**src/rtl/exec_arbiter.sv**
```systemverilog
// exec_arbiter: shares one execute stage (ALU + condition codes) between two
// requesters. Port 0 is the main pipeline, port 1 the debug/microcode port.
// Requests are granted round-robin and accepted with a valid/ready handshake.
// The accepted operation is driven onto the execute inputs for EX_LAT cycles.
// valE/Cnd are then captured into a response that is held until it is taken.
// Only one operation is outstanding at a time.
//
// Parameters:
//   DATA_W  operand/result width
//   EX_LAT  cycles the operands sit on the execute inputs (1..15)
//
// Ports:
//   clk_i, rst_n_i              clock (rising edge), synchronous active-low reset
//   reqN_valid_i/reqN_ready_o   request handshake for requester N (0/1)
//   reqN_icode_i/reqN_ifun_i    instruction/function code of the request
//   reqN_valA_i/valB_i/valC_i   request operands
//   ex_icode_o..ex_valC_o       operation presented to the execute unit
//   ex_valE_i, ex_Cnd_i         execute unit result and condition
//   rsp_valid_o/rsp_ready_i     response handshake
//   rsp_id_o                    requester that owns the response
//   rsp_valE_o, rsp_Cnd_o       captured result and condition
//
// Build option:
//   EXEC_ARB_FIXED_PRIO_EN  requester 0 always wins when both are valid.
//                           The round-robin pointer is not built.

`ifndef INOP
`define INOP 4'h1
`endif

module exec_arbiter #(
  parameter int DATA_W = 64,
  parameter int EX_LAT = 1
) (
  input  logic              clk_i,
  input  logic              rst_n_i,
  input  logic              req0_valid_i,
  output logic              req0_ready_o,
  input  logic [3:0]        req0_icode_i,
  input  logic [3:0]        req0_ifun_i,
  input  logic [DATA_W-1:0] req0_valA_i,
  input  logic [DATA_W-1:0] req0_valB_i,
  input  logic [DATA_W-1:0] req0_valC_i,
  input  logic              req1_valid_i,
  output logic              req1_ready_o,
  input  logic [3:0]        req1_icode_i,
  input  logic [3:0]        req1_ifun_i,
  input  logic [DATA_W-1:0] req1_valA_i,
  input  logic [DATA_W-1:0] req1_valB_i,
  input  logic [DATA_W-1:0] req1_valC_i,
  output logic [3:0]        ex_icode_o,
  output logic [3:0]        ex_ifun_o,
  output logic [DATA_W-1:0] ex_valA_o,
  output logic [DATA_W-1:0] ex_valB_o,
  output logic [DATA_W-1:0] ex_valC_o,
  input  logic [DATA_W-1:0] ex_valE_i,
  input  logic              ex_Cnd_i,
  output logic              rsp_valid_o,
  input  logic              rsp_ready_i,
  output logic              rsp_id_o,
  output logic [DATA_W-1:0] rsp_valE_o,
  output logic              rsp_Cnd_o
);

  typedef enum logic [1:0] {
    IDLE  = 2'd0,
    ISSUE = 2'd1,
    RESP  = 2'd2
  } state_t;

  // The counter is loaded with EX_LAT-1 so the ISSUE state lasts EX_LAT cycles.
  localparam logic [3:0] CNT_INIT = 4'(EX_LAT - 1);

  state_t state_r, state_s;
  logic              grant_s, accept_s, ready0_s, ready1_s;
  logic              grant_id_r;
  logic [3:0]        cnt_r;
  logic [3:0]        ex_icode_r, ex_ifun_r;
  logic [DATA_W-1:0] ex_valA_r, ex_valB_r, ex_valC_r;
  logic              rsp_valid_r, rsp_id_r, rsp_Cnd_r;
  logic [DATA_W-1:0] rsp_valE_r;
`ifndef EXEC_ARB_FIXED_PRIO_EN
  logic              rr_ptr_r;
`endif

  // Grant selection, ready generation and next-state logic
  always_comb begin
    state_s  = state_r;
    grant_s  = 1'b0;
    ready0_s = 1'b0;
    ready1_s = 1'b0;
    accept_s = 1'b0;
`ifdef EXEC_ARB_FIXED_PRIO_EN
    // Requester 1 only wins when requester 0 is not asking.
    grant_s = req1_valid_i & ~req0_valid_i;
`else
    if (req0_valid_i && req1_valid_i) begin
      grant_s = rr_ptr_r;
    end else if (req1_valid_i) begin
      grant_s = 1'b1;
    end else begin
      grant_s = 1'b0;
    end
`endif
    case (state_r)
      IDLE: begin
        ready0_s = ~grant_s & req0_valid_i;
        ready1_s = grant_s & req1_valid_i;
        accept_s = ready0_s | ready1_s;
        if (accept_s) begin
          state_s = ISSUE;
        end else begin
          state_s = IDLE;
        end
      end
      ISSUE: begin
        if (cnt_r == 4'd0) begin
          state_s = RESP;
        end else begin
          state_s = ISSUE;
        end
      end
      RESP: begin
        if (rsp_valid_r && rsp_ready_i) begin
          state_s = IDLE;
        end else begin
          state_s = RESP;
        end
      end
      default: state_s = IDLE;
    endcase
  end

  // State register
  always_ff @(posedge clk_i) begin
    if (!rst_n_i) begin
      state_r <= IDLE;
    end else begin
      state_r <= state_s;
    end
  end

  // Operand capture, latency counter, response capture and pointer update
  always_ff @(posedge clk_i) begin
    if (!rst_n_i) begin
      grant_id_r  <= 1'b0;
      cnt_r       <= 4'd0;
      ex_icode_r  <= `INOP;
      ex_ifun_r   <= 4'd0;
      ex_valA_r   <= {DATA_W{1'b0}};
      ex_valB_r   <= {DATA_W{1'b0}};
      ex_valC_r   <= {DATA_W{1'b0}};
      rsp_valid_r <= 1'b0;
      rsp_id_r    <= 1'b0;
      rsp_valE_r  <= {DATA_W{1'b0}};
      rsp_Cnd_r   <= 1'b0;
`ifndef EXEC_ARB_FIXED_PRIO_EN
      rr_ptr_r    <= 1'b0;
`endif
    end else begin
      case (state_r)
        IDLE: begin
          if (accept_s) begin
            grant_id_r <= grant_s;
            cnt_r      <= CNT_INIT;
            if (grant_s) begin
              ex_icode_r <= req1_icode_i;
              ex_ifun_r  <= req1_ifun_i;
              ex_valA_r  <= req1_valA_i;
              ex_valB_r  <= req1_valB_i;
              ex_valC_r  <= req1_valC_i;
            end else begin
              ex_icode_r <= req0_icode_i;
              ex_ifun_r  <= req0_ifun_i;
              ex_valA_r  <= req0_valA_i;
              ex_valB_r  <= req0_valB_i;
              ex_valC_r  <= req0_valC_i;
            end
          end
        end
        ISSUE: begin
          if (cnt_r != 4'd0) begin
            cnt_r <= cnt_r - 4'd1;
          end else begin
            rsp_valE_r  <= ex_valE_i;
            rsp_Cnd_r   <= ex_Cnd_i;
            rsp_id_r    <= grant_id_r;
            rsp_valid_r <= 1'b1;
            // Park the execute unit so condition codes are not disturbed.
            ex_icode_r  <= `INOP;
          end
        end
        RESP: begin
          if (rsp_valid_r && rsp_ready_i) begin
            rsp_valid_r <= 1'b0;
`ifndef EXEC_ARB_FIXED_PRIO_EN
            // The pointer moves on completion only, favouring the other port.
            rr_ptr_r    <= ~grant_id_r;
`endif
          end
        end
        default: begin
          rsp_valid_r <= 1'b0;
        end
      endcase
    end
  end

  assign req0_ready_o = ready0_s;
  assign req1_ready_o = ready1_s;
  assign ex_icode_o   = ex_icode_r;
  assign ex_ifun_o    = ex_ifun_r;
  assign ex_valA_o    = ex_valA_r;
  assign ex_valB_o    = ex_valB_r;
  assign ex_valC_o    = ex_valC_r;
  assign rsp_valid_o  = rsp_valid_r;
  assign rsp_id_o     = rsp_id_r;
  assign rsp_valE_o   = rsp_valE_r;
  assign rsp_Cnd_o    = rsp_Cnd_r;

endmodule

```
**config.mk**
```make
export PLATFORM = sky130hd
export DESIGN_NAME = exec_arbiter
export DESIGN_NICKNAME = d
export VERILOG_FILES = /design/src/rtl/exec_arbiter.sv
export SDC_FILE = /design/constraint.sdc
export NUM_CORES = 1
export LEC_CHECK = 0
export ABC_AREA = 1
export CORE_AREA = 2 2 291 293
export DETAILED_ROUTE_END_ITERATION = 8
export DIE_AREA = 0 0 293 295
export GPL_ROUTABILITY_DRIVEN = 0
export SKIP_CTS_REPAIR_TIMING = 1
export SLEW_MARGIN = 20
export SYNTH_ARGS = -nofsm -noshare
export SYNTH_HDL_FRONTEND = slang
export SYNTH_SLANG_ARGS = --single-unit
```
**constraint.sdc**
```tcl
create_clock -name clk_i -period 1.75 [get_ports clk_i]
set_input_delay 0.525 -clock clk_i [delete_from_list [all_inputs] [get_ports clk_i]]
set_output_delay 0.525 -clock clk_i [all_outputs]
set_load 0.005 [all_outputs]
```
==> results of run 1 <==
[where the power goes]
group / internal (mW) / switching [mW]
combinational: 4.49 / 3.74
sequential: 7.92 / 0.779
clock: 4.22 / 3.06
[tightest hold or removal path, cell delays in order]
cell,delay [ns]
sky130_fd_sc_hd__buf_2,0.17
sky130_fd_sc_hd__buf_4,0.18
sky130_fd_sc_hd__nand3_1,0.07
[layout make-up]
type / instances / area [um2] / area share (%)
Antenna cell: 3 / 7.51 / 0.0335
Clock buffer: 48 / 1020 / 4.53
Clock inverter: 12 / 109 / 0.486
Inverter: 212 / 803 / 3.59
Multi-Input combinational cell: 1046 / 4650 / 20.8
Sequential cell: 275 / 5520 / 24.6
Tap cell: 1080 / 1350 / 6.03
Timing Repair Buffer: 819 / 8940 / 39.9
[cells in the mapped netlist, types with 2 or more instances]
cell and instances:
sky130_fd_sc_hd__nand2_4 2, sky130_fd_sc_hd__nand3b_1 3, sky130_fd_sc_hd__nand2_1 407, sky130_fd_sc_hd__ha_1 2
sky130_fd_sc_hd__nor2_1 137, sky130_fd_sc_hd__clkbuf_2 2, sky130_fd_sc_hd__nand2_2 2, sky130_fd_sc_hd__buf_6 7
sky130_fd_sc_hd__buf_2 53, sky130_fd_sc_hd__a21oi_1 10, sky130_fd_sc_hd__inv_1 210, sky130_fd_sc_hd__o21ai_0 383
sky130_fd_sc_hd__buf_4 9, sky130_fd_sc_hd__o21ai_1 79, sky130_fd_sc_hd__inv_2 2, sky130_fd_sc_hd__clkbuf_1 36
sky130_fd_sc_hd__dfxtp_1 275, sky130_fd_sc_hd__nor2_2 2, sky130_fd_sc_hd__nand3_1 13
[per-stage QoR]
step           area, um2  cells  total power [mW]
6_report           22400   3495              24.2
5_1_grt            22400   3492              25.7
4_1_cts            21600   3488              25.1
3_5_place_dp       20500   3428              17.6
3_3_place_gp       20500   3428              17.5
2_1_floorplan      11500   1640              11.7
[state kept, by name, indices dropped and copies added (netlist names)]
signal,count
cnt_r,4
ex_icode_o,4
ex_ifun_o,4
ex_valA_o,64
ex_valB_o,64
ex_valC_o,64
grant_id_r,1
rr_ptr_r,1
rsp_Cnd_o,1
rsp_id_o,1
rsp_valE_o,64
rsp_valid_o,1
state_r,2
[cell families (layout without fill, tap and decap cells)]
| family | count (synthesis) | after routing | share of synthesized area [%] |
|---|---|---|---|
| flip-flops | 275 | 275 | 48.0 |
| adder cells (fa/ha/maj) | 2 | 2 | 0.218 |
| AND/OR/NAND/NOR | 570 | 570 | 19.3 |
| buffers and inverters | 319 | 1091 | 11.8 |
| other | 0 | 3 | 0 |
| AO/OA/AOI/OAI | 474 | 474 | 20.8 |
[final timing paths]
kind | from | to | slack (ns)
setup / recovery | rr_ptr_r | req0_ready_o | -0.09
hold / removal | rst_n_i | ex_icode_o[0] | 0.44
setup reg to reg | rr_ptr_r | ex_valC_o[40] | 0.08
hold reg to reg | ex_valA_o[0] | ex_valA_o[0] | 0.45
[layer usage]
metal	routed length (um)	global-route usage, %	vias to the layer above
li1	-	-	6658
met4	1780	4.92	0
met5	0	0	-
met1	20700	12.8	5673
met3	4310	3.18	83
met2	24700	18.0	485
==> flow_summary.json, run 1 <==
{
  "netlist.top_cell.by_area": "sky130_fd_sc_hd__dfxtp_1",
  "tritoncts.num_buffers": 35,
  "post-route-worst-setup-slack_ns": -0.0865,
  "cp_top_family": "flip-flops",
  "maxSlewViolCount": 0,
  "cts_tree": "done",
  "wire_per_inst_um": 14.7,
  "final.fill_count": 9015,
  "failing_checks": "negative setup slack",
  "reg2reg_depth": 9,
  "global_route_wire_length_before_repair_um": 72400,
  "slowest_stage": "sky130_fd_sc_hd__dfxtp_2",
  "post_synth_num_cell_types": 25,
  "max_fanout_on_critical_path": 2,
  "setup.worst_path.end_class": "primary output",
  "sinks_on_the_clock_net": 275,
  "deepest_clock_path_buffer_count": 3,
  "fin_worst_hold_slack_ns": 0.438,
  "area_delta_synth_final_pct": 95.2,
  "die_w_um": 293,
  "fp.dieArea_um2": 86400,
  "tightestPinTransition_ns": 0.390,
  "synthesis.instances": 1640,
  "synth-edff-count": 0,
  "cp_num_buf_inv": 3,
  "layout_commonest_cell": "sky130_fd_sc_hd__clkdlybuf4s50_1",
  "route.detailed.vias_per_inst": 3.69,
  "cp.depth": 6,
  "drt.antenna.violating_nets": 0,
  "worstSetupStartpointType": "register",
  "rows": 106,
  "syn_nets": 2112,
  "initial_utilization_pct": 13.8,
  "setup_repair_after_global_routing_missed_its_margin": "true",
  "detailedRoute.firstIterationViolations": 546,
  "num_io_pins": 739,
  "finalSetupViolCount": 2,
  "placeableCoreArea_um2": 83200,
  "fmax_mhz": 545,
  "synth.area.top_cells": "sky130_fd_sc_hd__dfxtp_1 48%, sky130_fd_sc_hd__o21ai_0 17%, sky130_fd_sc_hd__nand2_1 13%",
  "power.density_cell_area_nw_per_um2": 1080,
  "worstSkewPairLatency_ns": 0.54,
  "cap_violations": 0,
  "cp_slowest_stage_delay_ns": 0.31,
  "routed_wl_um": 51500,
  "relSlewSlack_pct": 73.7,
  "finalNetCount": 2861,
  "dp_worst_setup_slack_ns": -0.649,
  "yosys_register_bits": 275,
  "grt_antenna_before_repair": 2,
  "timing.clock.skew_ns": 0.0140,
  "finalHoldViolCount": 0,
  "finalCritPeriodShare_pct": 105,
  "clk_pin_slew_worst_setup_hold_paths_ns": 0.06,
  "drt_drc_violations_left": 0,
  "outcome": "finished, violations left",
  "most-common-layout-cells": "466 x sky130_fd_sc_hd__clkdlybuf4s50_1, 406 x sky130_fd_sc_hd__nand2_1, 383 x sky130_fd_sc_hd__o21ai_0, 267 x sky130_fd_sc_hd__dlymetal6s2s_1, 262 x sky130_fd_sc_hd__dfxtp_1",
  "drive_gt1_share_pct": 7.05,
  "path_class": "register to primary output",
  "groute.usage.overall_pct": 10.8,
  "ys_warn_count": 0,
  "hold_path_depth": 3,
  "worstPathArrival_ns": 1.31,
  "h_tree_depth_reported_by_cts": 2,
  "power_leakage_nw": 13.3,
  "synthesis.area_um2": 11500,
  "tns_ns": -0.168,
  "synth.avg_cell_area_um2": 7.00,
  "yosys_most_used_dff": "sky130_fd_sc_hd__dfxtp_1",
  "finish.utilization_pct": 26.9,
  "async_reset_ff_share_pct": 0,
  "routed-via-count": 12900,
  "cp_data_required_time_ns": 1.22,
  "synth.yosys.seq_area_share_pct": 48.0,
  "finalWorstPathRequiredPeriod_ns": 1.84,
  "path_cells": "inv_2 -> nand2_4 -> nand2_8 -> inv_4 -> nor2_2 -> buf_2",
  "detail_route.first_pass.iterations": 5,
  "vias_in_the_first_global_route": 12100,
  "grt_max_degree": 69,
  "peakVddDrop_v": 0.000471,
  "worst_hold_path_type": "input pin to register",
  "numPortBuffers": 738,
  "place.detailed.hpwl_um": 38100,
  "cts_root_buffer": "sky130_fd_sc_hd__clkbuf_16",
  "globalRoute.totalOverflow": 0,
  "fp.dieH_um": 295,
  "netlist.area_leader.share_pct": 48.0
}
Power figures use the tool's default switching activity.
==> run 2: changes to the inputs <==
--- a/config.mk
+++ b/config.mk
@@ -6,6 +6,7 @@
 export NUM_CORES = 1
 export LEC_CHECK = 0
 export ABC_AREA = 1
+export CAP_MARGIN = 20
 export CORE_AREA = 2 2 291 293
 export DETAILED_ROUTE_END_ITERATION = 8
 export DIE_AREA = 0 0 293 295
==> results of run 2 <==
No change in the layout: final DEF, timing and power equal those of run 1.
